--- src/rtl/ex_muldiv_unit.sv ---
// Iterative multiply/divide unit with architectural HI/LO for the EX stage.
// Shift-add multiply and restoring divide, BITS_PER_CYCLE steps per clock.
module ex_muldiv_unit #(
  parameter int INST_SZ        = 32,
  parameter int MD_OP          = 3,
  parameter int BITS_PER_CYCLE = 1
) (
  input  logic               i_clk,
  input  logic               i_reset,
  input  logic               i_start_MC,
  input  logic [MD_OP-1:0]   i_md_op_MC,
  input  logic               i_hilo_read_MC,
  input  logic               i_flush_HU,
  input  logic [INST_SZ-1:0] i_operand_a_E,
  input  logic [INST_SZ-1:0] i_operand_b_E,
  output logic [INST_SZ-1:0] o_hi_E,
  output logic [INST_SZ-1:0] o_lo_E,
  output logic               o_busy_E,
  output logic               o_stall_E,
  output logic               o_done_E,
  output logic               o_div_by_zero_E
);

  localparam int N     = INST_SZ / BITS_PER_CYCLE;
  localparam int CNT_W = $clog2(N + 1);

  localparam logic [MD_OP-1:0] OP_MULT  = MD_OP'(3'd0);
  localparam logic [MD_OP-1:0] OP_MULTU = MD_OP'(3'd1);
  localparam logic [MD_OP-1:0] OP_DIV   = MD_OP'(3'd2);
  localparam logic [MD_OP-1:0] OP_DIVU  = MD_OP'(3'd3);
  localparam logic [MD_OP-1:0] OP_MTHI  = MD_OP'(3'd4);
  localparam logic [MD_OP-1:0] OP_MTLO  = MD_OP'(3'd5);

  typedef enum logic [1:0] {
    IDLE   = 2'b00,
    BUSY   = 2'b01,
    FINISH = 2'b10
  } state_t;

  state_t state_r, state_next_s;

  logic [INST_SZ-1:0] hi_r, lo_r;
  logic [INST_SZ-1:0] p_r, q_r, mcand_r, a_raw_r;
  logic [CNT_W-1:0]   cnt_r;
  logic               is_div_r, prod_neg_r, quot_neg_r, rem_neg_r, div_zero_r;
  logic               busy_r, done_r, dbz_r;

  logic               is_mul_s, is_div_s, is_signed_s, is_mthi_s, is_mtlo_s;
  logic               idle_start_s, a_neg_s, b_neg_s;
  logic [INST_SZ-1:0] a_mag_s, b_mag_s, p_step_s, q_step_s, fin_hi_s, fin_lo_s;
  logic [2*INST_SZ-1:0] prod_s;

  // Two's complement negate when neg is set; doubles as absolute value.
  function automatic logic [INST_SZ-1:0] neg_f(input logic [INST_SZ-1:0] v, input logic neg);
    neg_f = neg ? (~v + INST_SZ'(1)) : v;
  endfunction

  function automatic logic [2*INST_SZ-1:0] neg2_f(input logic [2*INST_SZ-1:0] v, input logic neg);
    neg2_f = neg ? (~v + (2*INST_SZ)'(1)) : v;
  endfunction

  // Op decode.
  always_comb begin
    is_mul_s    = 1'b0;
    is_div_s    = 1'b0;
    is_signed_s = 1'b0;
    is_mthi_s   = 1'b0;
    is_mtlo_s   = 1'b0;
    case (i_md_op_MC)
      OP_MULT:  begin is_mul_s = 1'b1; is_signed_s = 1'b1; end
      OP_MULTU: is_mul_s  = 1'b1;
      OP_DIV:   begin is_div_s = 1'b1; is_signed_s = 1'b1; end
      OP_DIVU:  is_div_s  = 1'b1;
      OP_MTHI:  is_mthi_s = 1'b1;
      OP_MTLO:  is_mtlo_s = 1'b1;
      default:  is_mul_s  = 1'b0;
    endcase
  end

  // A flush in IDLE suppresses every start, including MTHI/MTLO.
  assign idle_start_s = i_start_MC & ~i_flush_HU & (state_r == IDLE);
  assign a_neg_s      = is_signed_s & i_operand_a_E[INST_SZ-1];
  assign b_neg_s      = is_signed_s & i_operand_b_E[INST_SZ-1];
  assign a_mag_s      = neg_f(i_operand_a_E, a_neg_s);
  assign b_mag_s      = neg_f(i_operand_b_E, b_neg_s);

  // Next-state logic.
  always_comb begin
    state_next_s = state_r;
    case (state_r)
      IDLE: begin
        if (idle_start_s && (is_mul_s || is_div_s)) state_next_s = BUSY;
        else                                         state_next_s = IDLE;
      end
      BUSY: begin
        if (i_flush_HU)                    state_next_s = IDLE;
        else if (cnt_r == CNT_W'(1))       state_next_s = FINISH;
        else                               state_next_s = BUSY;
      end
      FINISH:  state_next_s = IDLE;
      default: state_next_s = IDLE;
    endcase
  end

  // State and busy registers.
  always_ff @(posedge i_clk) begin
    if (i_reset) begin
      state_r <= IDLE;
      busy_r  <= 1'b0;
    end else begin
      state_r <= state_next_s;
      busy_r  <= (state_next_s != IDLE);
    end
  end

  // One clock of iteration: {p,q} is the 2W product accumulator for multiply,
  // remainder/quotient pair for divide; mcand holds multiplicand or divisor.
  always_comb begin
    logic [INST_SZ-1:0] p_v, q_v;
    logic [INST_SZ:0]   t_v;
    p_v = p_r;
    q_v = q_r;
    t_v = {(INST_SZ+1){1'b0}};
    for (int i = 0; i < BITS_PER_CYCLE; i++) begin
      if (is_div_r) begin
        t_v = {p_v, q_v[INST_SZ-1]};
        if (t_v >= {1'b0, mcand_r}) begin
          t_v = t_v - {1'b0, mcand_r};
          q_v = {q_v[INST_SZ-2:0], 1'b1};
        end else begin
          q_v = {q_v[INST_SZ-2:0], 1'b0};
        end
        p_v = t_v[INST_SZ-1:0];
      end else begin
        t_v = {1'b0, p_v} + (q_v[0] ? {1'b0, mcand_r} : {(INST_SZ+1){1'b0}});
        {p_v, q_v} = {t_v, q_v[INST_SZ-1:1]};
      end
    end
    p_step_s = p_v;
    q_step_s = q_v;
  end

  // Sign correction; a zero divisor yields all-ones quotient and the raw dividend.
  always_comb begin
    prod_s = neg2_f({p_r, q_r}, prod_neg_r);
    if (!is_div_r) begin
      fin_hi_s = prod_s[2*INST_SZ-1:INST_SZ];
      fin_lo_s = prod_s[INST_SZ-1:0];
    end else if (div_zero_r) begin
      fin_hi_s = a_raw_r;
      fin_lo_s = {INST_SZ{1'b1}};
    end else begin
      fin_hi_s = neg_f(p_r, rem_neg_r);
      fin_lo_s = neg_f(q_r, quot_neg_r);
    end
  end

  // Datapath, HI/LO and status pulses.
  always_ff @(posedge i_clk) begin
    if (i_reset) begin
      hi_r       <= {INST_SZ{1'b0}};
      lo_r       <= {INST_SZ{1'b0}};
      p_r        <= {INST_SZ{1'b0}};
      q_r        <= {INST_SZ{1'b0}};
      mcand_r    <= {INST_SZ{1'b0}};
      a_raw_r    <= {INST_SZ{1'b0}};
      cnt_r      <= {CNT_W{1'b0}};
      is_div_r   <= 1'b0;
      prod_neg_r <= 1'b0;
      quot_neg_r <= 1'b0;
      rem_neg_r  <= 1'b0;
      div_zero_r <= 1'b0;
      done_r     <= 1'b0;
      dbz_r      <= 1'b0;
    end else begin
      done_r <= 1'b0;
      dbz_r  <= 1'b0;
      case (state_r)
        IDLE: begin
          if (idle_start_s && (is_mul_s || is_div_s)) begin
            p_r        <= {INST_SZ{1'b0}};
            q_r        <= is_div_s ? a_mag_s : b_mag_s;
            mcand_r    <= is_div_s ? b_mag_s : a_mag_s;
            a_raw_r    <= i_operand_a_E;
            is_div_r   <= is_div_s;
            prod_neg_r <= a_neg_s ^ b_neg_s;
            quot_neg_r <= a_neg_s ^ b_neg_s;
            rem_neg_r  <= a_neg_s;
            div_zero_r <= is_div_s & (i_operand_b_E == {INST_SZ{1'b0}});
            cnt_r      <= CNT_W'(N);
          end else if (idle_start_s && is_mthi_s) begin
            hi_r <= i_operand_a_E;
          end else if (idle_start_s && is_mtlo_s) begin
            lo_r <= i_operand_a_E;
          end
        end
        BUSY: begin
          if (i_flush_HU) begin
            cnt_r <= {CNT_W{1'b0}};
          end else begin
            p_r   <= p_step_s;
            q_r   <= q_step_s;
            cnt_r <= cnt_r - CNT_W'(1);
          end
        end
        FINISH: begin
          if (!i_flush_HU) begin
            hi_r   <= fin_hi_s;
            lo_r   <= fin_lo_s;
            done_r <= 1'b1;
            dbz_r  <= div_zero_r;
          end
        end
        default: cnt_r <= {CNT_W{1'b0}};
      endcase
    end
  end

  assign o_hi_E          = hi_r;
  assign o_lo_E          = lo_r;
  assign o_busy_E        = busy_r;
  assign o_done_E        = done_r;
  assign o_div_by_zero_E = dbz_r;
  assign o_stall_E       = busy_r & (i_start_MC | i_hilo_read_MC);

endmodule
--- config.mk ---
export PLATFORM = sky130hd
export DESIGN_NAME = ex_muldiv_unit
export DESIGN_NICKNAME = d
export VERILOG_FILES = /design/src/rtl/ex_muldiv_unit.sv
export SDC_FILE = /design/constraint.sdc
export NUM_CORES = 1
export LEC_CHECK = 0
export BUFFER_PORTS_ARGS = -buffer_cell sky130_fd_sc_hd__buf_4
export CORE_ASPECT_RATIO = 1.5
export CORE_MARGIN = 5
export CORE_UTILIZATION = 40
export DETAILED_ROUTE_END_ITERATION = 10
export GPL_ROUTABILITY_DRIVEN = 0
export GPL_TIMING_DRIVEN = 0
export PLACE_DENSITY = 0.57
export SLEW_MARGIN = 20
export SYNTH_ARGS = -nofsm -noshare
export SYNTH_HDL_FRONTEND = slang
export SYNTH_SLANG_ARGS = --single-unit
--- constraint.sdc ---
create_clock -name i_clk -period 2.8 [get_ports i_clk]
set_input_delay 0.56 -clock i_clk [delete_from_list [all_inputs] [get_ports i_clk]]
set_output_delay 0.56 -clock i_clk [all_outputs]
set_load 0.05 [all_outputs]
==> results of run 1 <==
[synth_stat cells, types with 7 or more instances]
| cell | instances | share of area |
|---|---|---|
| a22oi_1 | 8 | 0.0035 |
| nand3_1 | 61 | 0.018 |
| or4_1 | 21 | 0.0093 |
| o41ai_1 | 20 | 0.010 |
| a211oi_1 | 37 | 0.016 |
| clkbuf_1 | 188 | 0.042 |
| nor3_1 | 72 | 0.021 |
| or3_1 | 13 | 0.0048 |
| o21ai_0 | 136 | 0.040 |
| o221ai_1 | 40 | 0.021 |
| a31oi_1 | 22 | 0.0081 |
| buf_2 | 7 | 0.0021 |
| or2_2 | 9 | 0.0033 |
| buf_1 | 11 | 0.0024 |
| a22o_1 | 7 | 0.0036 |
| a32oi_1 | 7 | 0.0036 |
| and2_1 | 10 | 0.0037 |
| o21a_1 | 11 | 0.0049 |
| and3_1 | 10 | 0.0037 |
| xor2_1 | 70 | 0.036 |
| o211ai_1 | 31 | 0.014 |
| nor2_1 | 218 | 0.048 |
| ha_1 | 70 | 0.052 |
| o31ai_1 | 34 | 0.015 |
| nor2b_1 | 12 | 0.0044 |
| o21bai_1 | 8 | 0.0035 |
| mux2i_1 | 60 | 0.035 |
| nand4_1 | 17 | 0.0063 |
| nand2b_1 | 19 | 0.0070 |
| inv_1 | 66 | 0.015 |
| a21oi_1 | 245 | 0.072 |
| dfxtp_1 | 207 | 0.24 |
| a221oi_1 | 7 | 0.0036 |
| nor4_1 | 17 | 0.0063 |
| a311oi_1 | 31 | 0.016 |
| xnor2_1 | 122 | 0.063 |
| a21o_1 | 26 | 0.011 |
| nand2_1 | 364 | 0.080 |
[layer usage]
metal | vias up | track usage | part of all wire | wire length (um)
li1 | 9098 | - | - | -
met1 | 9629 | 0.385 | 0.34 | 29300
met2 | 1284 | 0.577 | 0.46 | 39800
met3 | 505 | 0.0525 | 0.080 | 6880
met4 | 0 | 0.305 | 0.12 | 10300
met5 | - | 0 | 0 | 0
[power breakdown]
group	switching, mW	internal (mW)	total [mW]	leakage [nW]
sequential	0.109	3.03	3.14	1.69
clock	1.42	2.05	3.48	0.416
combinational	1.62	1.08	2.70	6.32
total	3.15	6.16	9.32	8.43
[sequential cells by signal (all words and copies together) (netlist names)]
signal           count
quot_neg_r           1
o_done_E             1
cnt_r                6
a_raw_r             32
o_hi_E              32
o_lo_E              32
rem_neg_r            1
p_r                 32
o_div_by_zero_E      1
mcand_r             32
o_busy_E             1
is_div_r             1
state_r              2
q_r                 32
div_zero_r           1
[placed cells by master, fill, tap and decap left out, types with 27 or more instances in the layout]
cell,n
a311oi_1,27
inv_1,47
dfxtp_1,187
nand3_1,51
nand2_1,345
clkbuf_16,30
nor3_1,58
xor2_1,66
nor2_1,187
o21ai_0,80
buf_4,231
xnor2_1,111
mux2i_1,59
o221ai_1,39
a21oi_1,215
ha_4,36
clkbuf_1,130
o211ai_1,31
[repair_timing]
action,4_1_cts,5_1_grt
hold buffers,0,0
buffers inserted,68,49
gates resized for setup,386,244
cloned,4,2
pin swaps,113,133
setup endpoints to repair,145,134
[through the flow]
step                std cells  setup TNS [ns]  setup slack [ns]  instance area [sq um]  total power [mW]
floorplan                2398               0           0.00358                  17000              4.42
global placement         3088         -112.83             -1.59                  18700              5.13
detailed placement       3088         -113.36             -1.60                  18700              5.14
CTS                      3183           -2.73            -0.306                  21600              9.03
global route             3229          -11.77            -0.421                  22900              9.56
finish                   3229           -7.08            -0.368                  22900              9.32
[final cells by class]
| type | instances | area [sq um] |
|---|---|---|
| plain buffers | 192 | 995 |
| clock buffers | 31 | 668 |
| clock inverters | 12 | 168 |
| fillers | 4061 | 19200 |
| inverters | 67 | 258 |
| multi-input cells | 1910 | 13900 |
| flip-flops and latches | 207 | 4180 |
| well taps | 564 | 706 |
| repair buffers | 246 | 1990 |
[worst min-delay path, stage by stage]
cell	delay, ns
buf_4	0.15
nand2_1	0.06
a21oi_1	0.05
[kinds of logic (layout without fill, tap and decap cells)]
family,count (synthesis),in the layout,synth area share
AO/OA/AOI/OAI,712,712,0.270
multiplexers,62,62,0.0367
AND/OR/NAND/NOR,872,872,0.232
flip-flops,207,207,0.244
adder cells (fa/ha/maj),72,72,0.0539
XOR/XNOR,192,192,0.0990
buffers and inverters,281,548,0.0644
[path summary, 6_finish.rpt]
kind,endpoint,slack (ns),depth (start not counted)
setup / recovery,p_r[26],-0.37,16
hold / removal,a_raw_r[1],0.32,3
setup reg to reg,p_r[26],-0.37,16
hold reg to reg,mcand_r[3],0.45,2
==> impl_metrics.py, run 1 <==
metrics = {
    "critical_path": {
        "worst-path-buf-inv": 5,
        "r2r-start": "q_r[0]",
        "crit_chain": "clkinvlp_4 -> buf_6 -> nor2_1 -> ha_1 -> buf_4 -> a21oi_1 -> o211ai_1 -> buf_4 -> nand3_2 -> a21oi_4 -> buf_4 -> a31oi_4 -> o21bai_4 -> mux2i_1 -> a21oi_2 -> o31ai_4",
        "crit_family": "compound AO/OA/AOI/OAI gates",
        "cp_slowest_stage_delay_ns": 0.36,
        "cp.arrival_ns": 3.56,
        "critical_path.endpoint_type": "register",
        "crit_type": "register to register",
        "worstSetupStartpointType": "register",
        "worst_ep_required_time_ns": 3.19,
        "critPathLaunch": "q_r[0]",
        "critPathMostFrequentCell": "buf_4",
        "cpMaxStageDelayCell": "dfxtp_4",
        "crit_fanout": 5,
    },
    "synth": {
        "synthCells": 2398,
        "ys_ff_latch": 207,
        "ys_seq_area_frac": 0.244,
        "syn_avg_cell_area_sq_um": 7.09,
        "ys_warn_count": 0,
        "synth_edf_count": 0,
        "synthDistinctLibCells": 75,
        "syn_nets": 2542,
        "synthesis.area_sq_um": 17000,
        "synthArstFlopShare": 0,
        "synth_ff_type": "dfxtp_1",
    },
    "sta": {
        "worst_pin_slew_ns": 1.14,
        "hold_viol": 0,
        "post-route-period-util": 1.13,
        "setup_violations": 46,
        "skew_ns": 0.0199,
        "fmax_ghz": 0.316,
        "rsz0062_at_grt": "yes",
        "maxSlewViolCount": 0,
        "whs_ns": 0.321,
        "finalWorstSetupSlack_ns": -0.368,
        "max-slew-margin-rel": 0.237,
        "finalCriticalPeriod_ns": 3.17,
    },
    "routing": {
        "drtIter0Drc": 2105,
        "vias": 20500,
        "avgViaCountPerCell": 6.35,
        "wl_per_cell_um": 26.7,
        "firstDrtPassIters": 8,
        "wl_mm": 86.3,
        "ant_nets": 0,
        "drc": 0,
    },
    "clock_network": {
        "insertion_delay_ns": 0.56,
        "root_buffer": "clkbuf_16",
        "cts_tree": "yes",
        "cts_buffers": 24,
        "htree_levels": 1,
        "clk_pin_slew_worst_paths_ns": 0.06,
        "cts_num_sinks": 207,
        "cts.path.max_buffers": 3,
    },
    "layout": {
        "layout-drive-gt1-share": 0.261,
        "antennaDiodeCount": 0,
        "fin_nets": 2792,
        "syn_to_final_growth_pct": 34.5,
        "postLayoutCoreUtil": 0.544,
    },
    "grt": {
        "grt_start_max_net_pins": 14,
        "grt_overflow": 0,
        "grt_usage": 0.350,
        "grt_pass1_vias": 20100,
        "grt_antenna_before_repair": 0,
        "grt_pass1_wl_mm": 124,
    },
    "run_status": {
        "violations": "negative setup slack",
        "status": "finished with violations",
    },
    "place": {
        "io_buffers": 126,
        "hpwl_mm": 64.2,
    },
    "die": {
        "rows": 92,
        "core_sq_um": 42000,
        "ios": 140,
        "die_h_um": 262,
        "die_w_um": 178,
        "die_area_sq_um": 46800,
        "start_util": 0.404,
    },
    "power": {
        "powerDensity_nw_per_um2": 408,
        "ir_drop_v": 0.000395,
        "power.leakage_nw": 8.43,
    },
    "worst_hold_path": {
        "hold_path.class": "input port to register",
        "hold_path_startpoint": "i_operand_a_E[1]",
    },
    "flow_run": {
        "maxCapViolations": 0,
    },
}
Power figures use the tool's default switching activity.
==> run 2, diff against run 1 <==
RECOVER_POWER = 50   (was default)
SKIP_CTS_REPAIR_TIMING = 1   (was default)
==> impl_metrics.py, run 2 (same netlist as run 1, synthesis figures left out) <==
metrics = {
    "critical_path": {
        "worst-path-buf-inv": 3,
        "worstSetupStartpointType": "register",
        "worst_ep_required_time_ns": 3.26,
        "critical_path.endpoint_type": "register",
        "crit_family": "compound AO/OA/AOI/OAI gates",
        "cpMaxStageDelayCell": "nor4b_4",
        "cp.arrival_ns": 3.77,
        "cp_slowest_stage_delay_ns": 0.42,
        "r2r_end": "p_r[24]",
        "r2r-start": "q_r[0]",
        "crit_fanout": 8,
        "rr_worst_depth": 14,
        "crit_chain": "clkinvlp_4 -> buf_8 -> nor2_4 -> ha_4 -> buf_6 -> nand4_1 -> nor4b_4 -> nor4_4 -> a21oi_4 -> a41oi_4 -> o31ai_2 -> xor2_1 -> o221ai_1 -> o31ai_1",
        "crit_type": "register to register",
        "r2r_slack_ns": -0.50,
    },
    "die": {
        "start_util": 0.404,
        "die_w_um": 178,
        "core_sq_um": 42000,
        "die_h_um": 262,
        "die_area_sq_um": 46800,
        "ios": 140,
        "rows": 92,
    },
    "sta": {
        "hold_viol": 0,
        "setup_violations": 94,
        "finalWorstSetupSlack_ns": -0.503,
        "finalSetupTns_ns": -15.73,
        "worst_pin_slew_ns": 1.14,
        "maxSlewViolCount": 0,
        "skew_ns": 0.0146,
        "max-slew-margin-rel": 0.239,
        "finalCriticalPeriod_ns": 3.30,
        "fmax_ghz": 0.303,
        "rsz0062_at_grt": "yes",
        "post-route-period-util": 1.18,
        "whs_ns": 0.306,
    },
    "layout": {
        "layout-drive-gt1-share": 0.211,
        "antennaDiodeCount": 0,
        "fin_nets": 2759,
        "fin_area_sq_um": 22100,
        "syn_to_final_growth_pct": 30.0,
        "nFillCells": 4156,
        "layout_common_cells": "nand2_1, a21oi_1, clkbuf_1",
        "postLayoutCoreUtil": 0.526,
        "final_common_cell": "nand2_1",
    },
    "power": {
        "powerDensity_nw_per_um2": 417,
        "power.leakage_nw": 7.93,
        "ir_drop_v": 0.000395,
    },
    "clock_network": {
        "cts.path.max_buffers": 3,
        "cts_num_sinks": 207,
        "cts_tree": "yes",
        "clk_pin_slew_worst_paths_ns": 0.07,
        "root_buffer": "clkbuf_16",
        "htree_levels": 1,
        "insertion_delay_ns": 0.56,
        "cts_buffers": 24,
    },
    "run_status": {
        "violations": "negative setup slack",
        "status": "finished with violations",
    },
    "worst_hold_path": {
        "min_path_cells": 3,
        "hold_path_startpoint": "i_operand_a_E[5]",
        "min_to": "a_raw_r[5]",
        "hold_path.class": "input port to register",
    },
    "routing": {
        "wl_per_cell_um": 26.5,
        "drtIter0Drc": 1960,
        "firstDrtPassIters": 6,
        "vias": 20200,
        "drc": 0,
        "wl_mm": 84.7,
        "ant_nets": 0,
        "avgViaCountPerCell": 6.33,
    },
    "grt": {
        "grt_start_max_net_pins": 14,
        "busiest_layer": "met2",
        "grt_overflow": 0,
        "use_met2": 0.558,
        "grt_antenna_before_repair": 0,
        "grtUsageMet3": 0.0472,
        "grt_use_met1": 0.377,
        "grt_pass1_wl_mm": 119,
        "grt_usage": 0.336,
        "grt_pass1_vias": 19200,
    },
    "place": {
        "dp_slack_ns": -1.60,
        "hpwl_mm": 64.2,
        "place_area_sq_um": 18700,
        "io_buffers": 126,
    },
    "flow_run": {
        "maxCapViolations": 0,
    },
}
==> run 2: changes by cell type in the layout (fill, tap and decap cells not counted), sizes merged <==
| cell | delta |
|---|---|
| buf | -98 |
| clkbuf | +64 |
| clkdlybuf4s15 | +1 |
==> run 2: tightest hold or removal path, cell delays in order <==
cell and delay, ns:
buf_4 0.14, nand2_1 0.06, a21oi_1 0.05
==> run 2: worst max path at each step <==
stage / startpoint / endpoint / slack (ns) / depth (start not counted)
after floorplan: i_operand_b_E[14] / q_r[27] / 0.004 / 10
after global placement: q_r[0] / o_hi_E[0] / -1.59 / 11
after detailed placement: q_r[0] / o_hi_E[0] / -1.60 / 11
after CTS: q_r[0] / o_hi_E[0] / -1.61 / 11
after global routing: q_r[0] / p_r[24] / -0.57 / 14
final: q_r[0] / p_r[24] / -0.50 / 14
==> run 2: power breakdown <==
part | switching [mW] | internal [mW] | leakage (nW)
combinational | 1.60 | 1.01 | 5.82
sequential | 0.106 | 3.03 | 1.69
clock | 1.42 | 2.05 | 0.416
total | 3.13 | 6.09 | 7.93
==> run 2: through the flow <==
| stage | power (mW) | cells |
|---|---|---|
| final | 9.22 | 3196 |
| after global routing | 9.45 | 3196 |
| after CTS | 8.58 | 3131 |
| after detailed placement | 5.14 | 3088 |
| after global placement | 5.13 | 3088 |
| after floorplan | 4.42 | 2398 |
==> run 2: area by class of cell <==
type                            count  area [sq um]  area share
Clock inverter                     12           168     0.00759
Inverter                           67           258      0.0117
Buffer                            197          1000      0.0454
Clock buffer                       31           668      0.0302
Sequential cell                   207          4180       0.189
Timing Repair Buffer              208          1410      0.0638
Tap cell                          564           706      0.0319
Multi-Input combinational cell   1910         13700       0.620
==> run 2: metal layers <==
metal | part of all wire | vias to the layer above
li1 | - | 9026
met1 | 0.34 | 9512
met2 | 0.46 | 1221
met3 | 0.078 | 472
met4 | 0.11 | 0
met5 | 0 | -
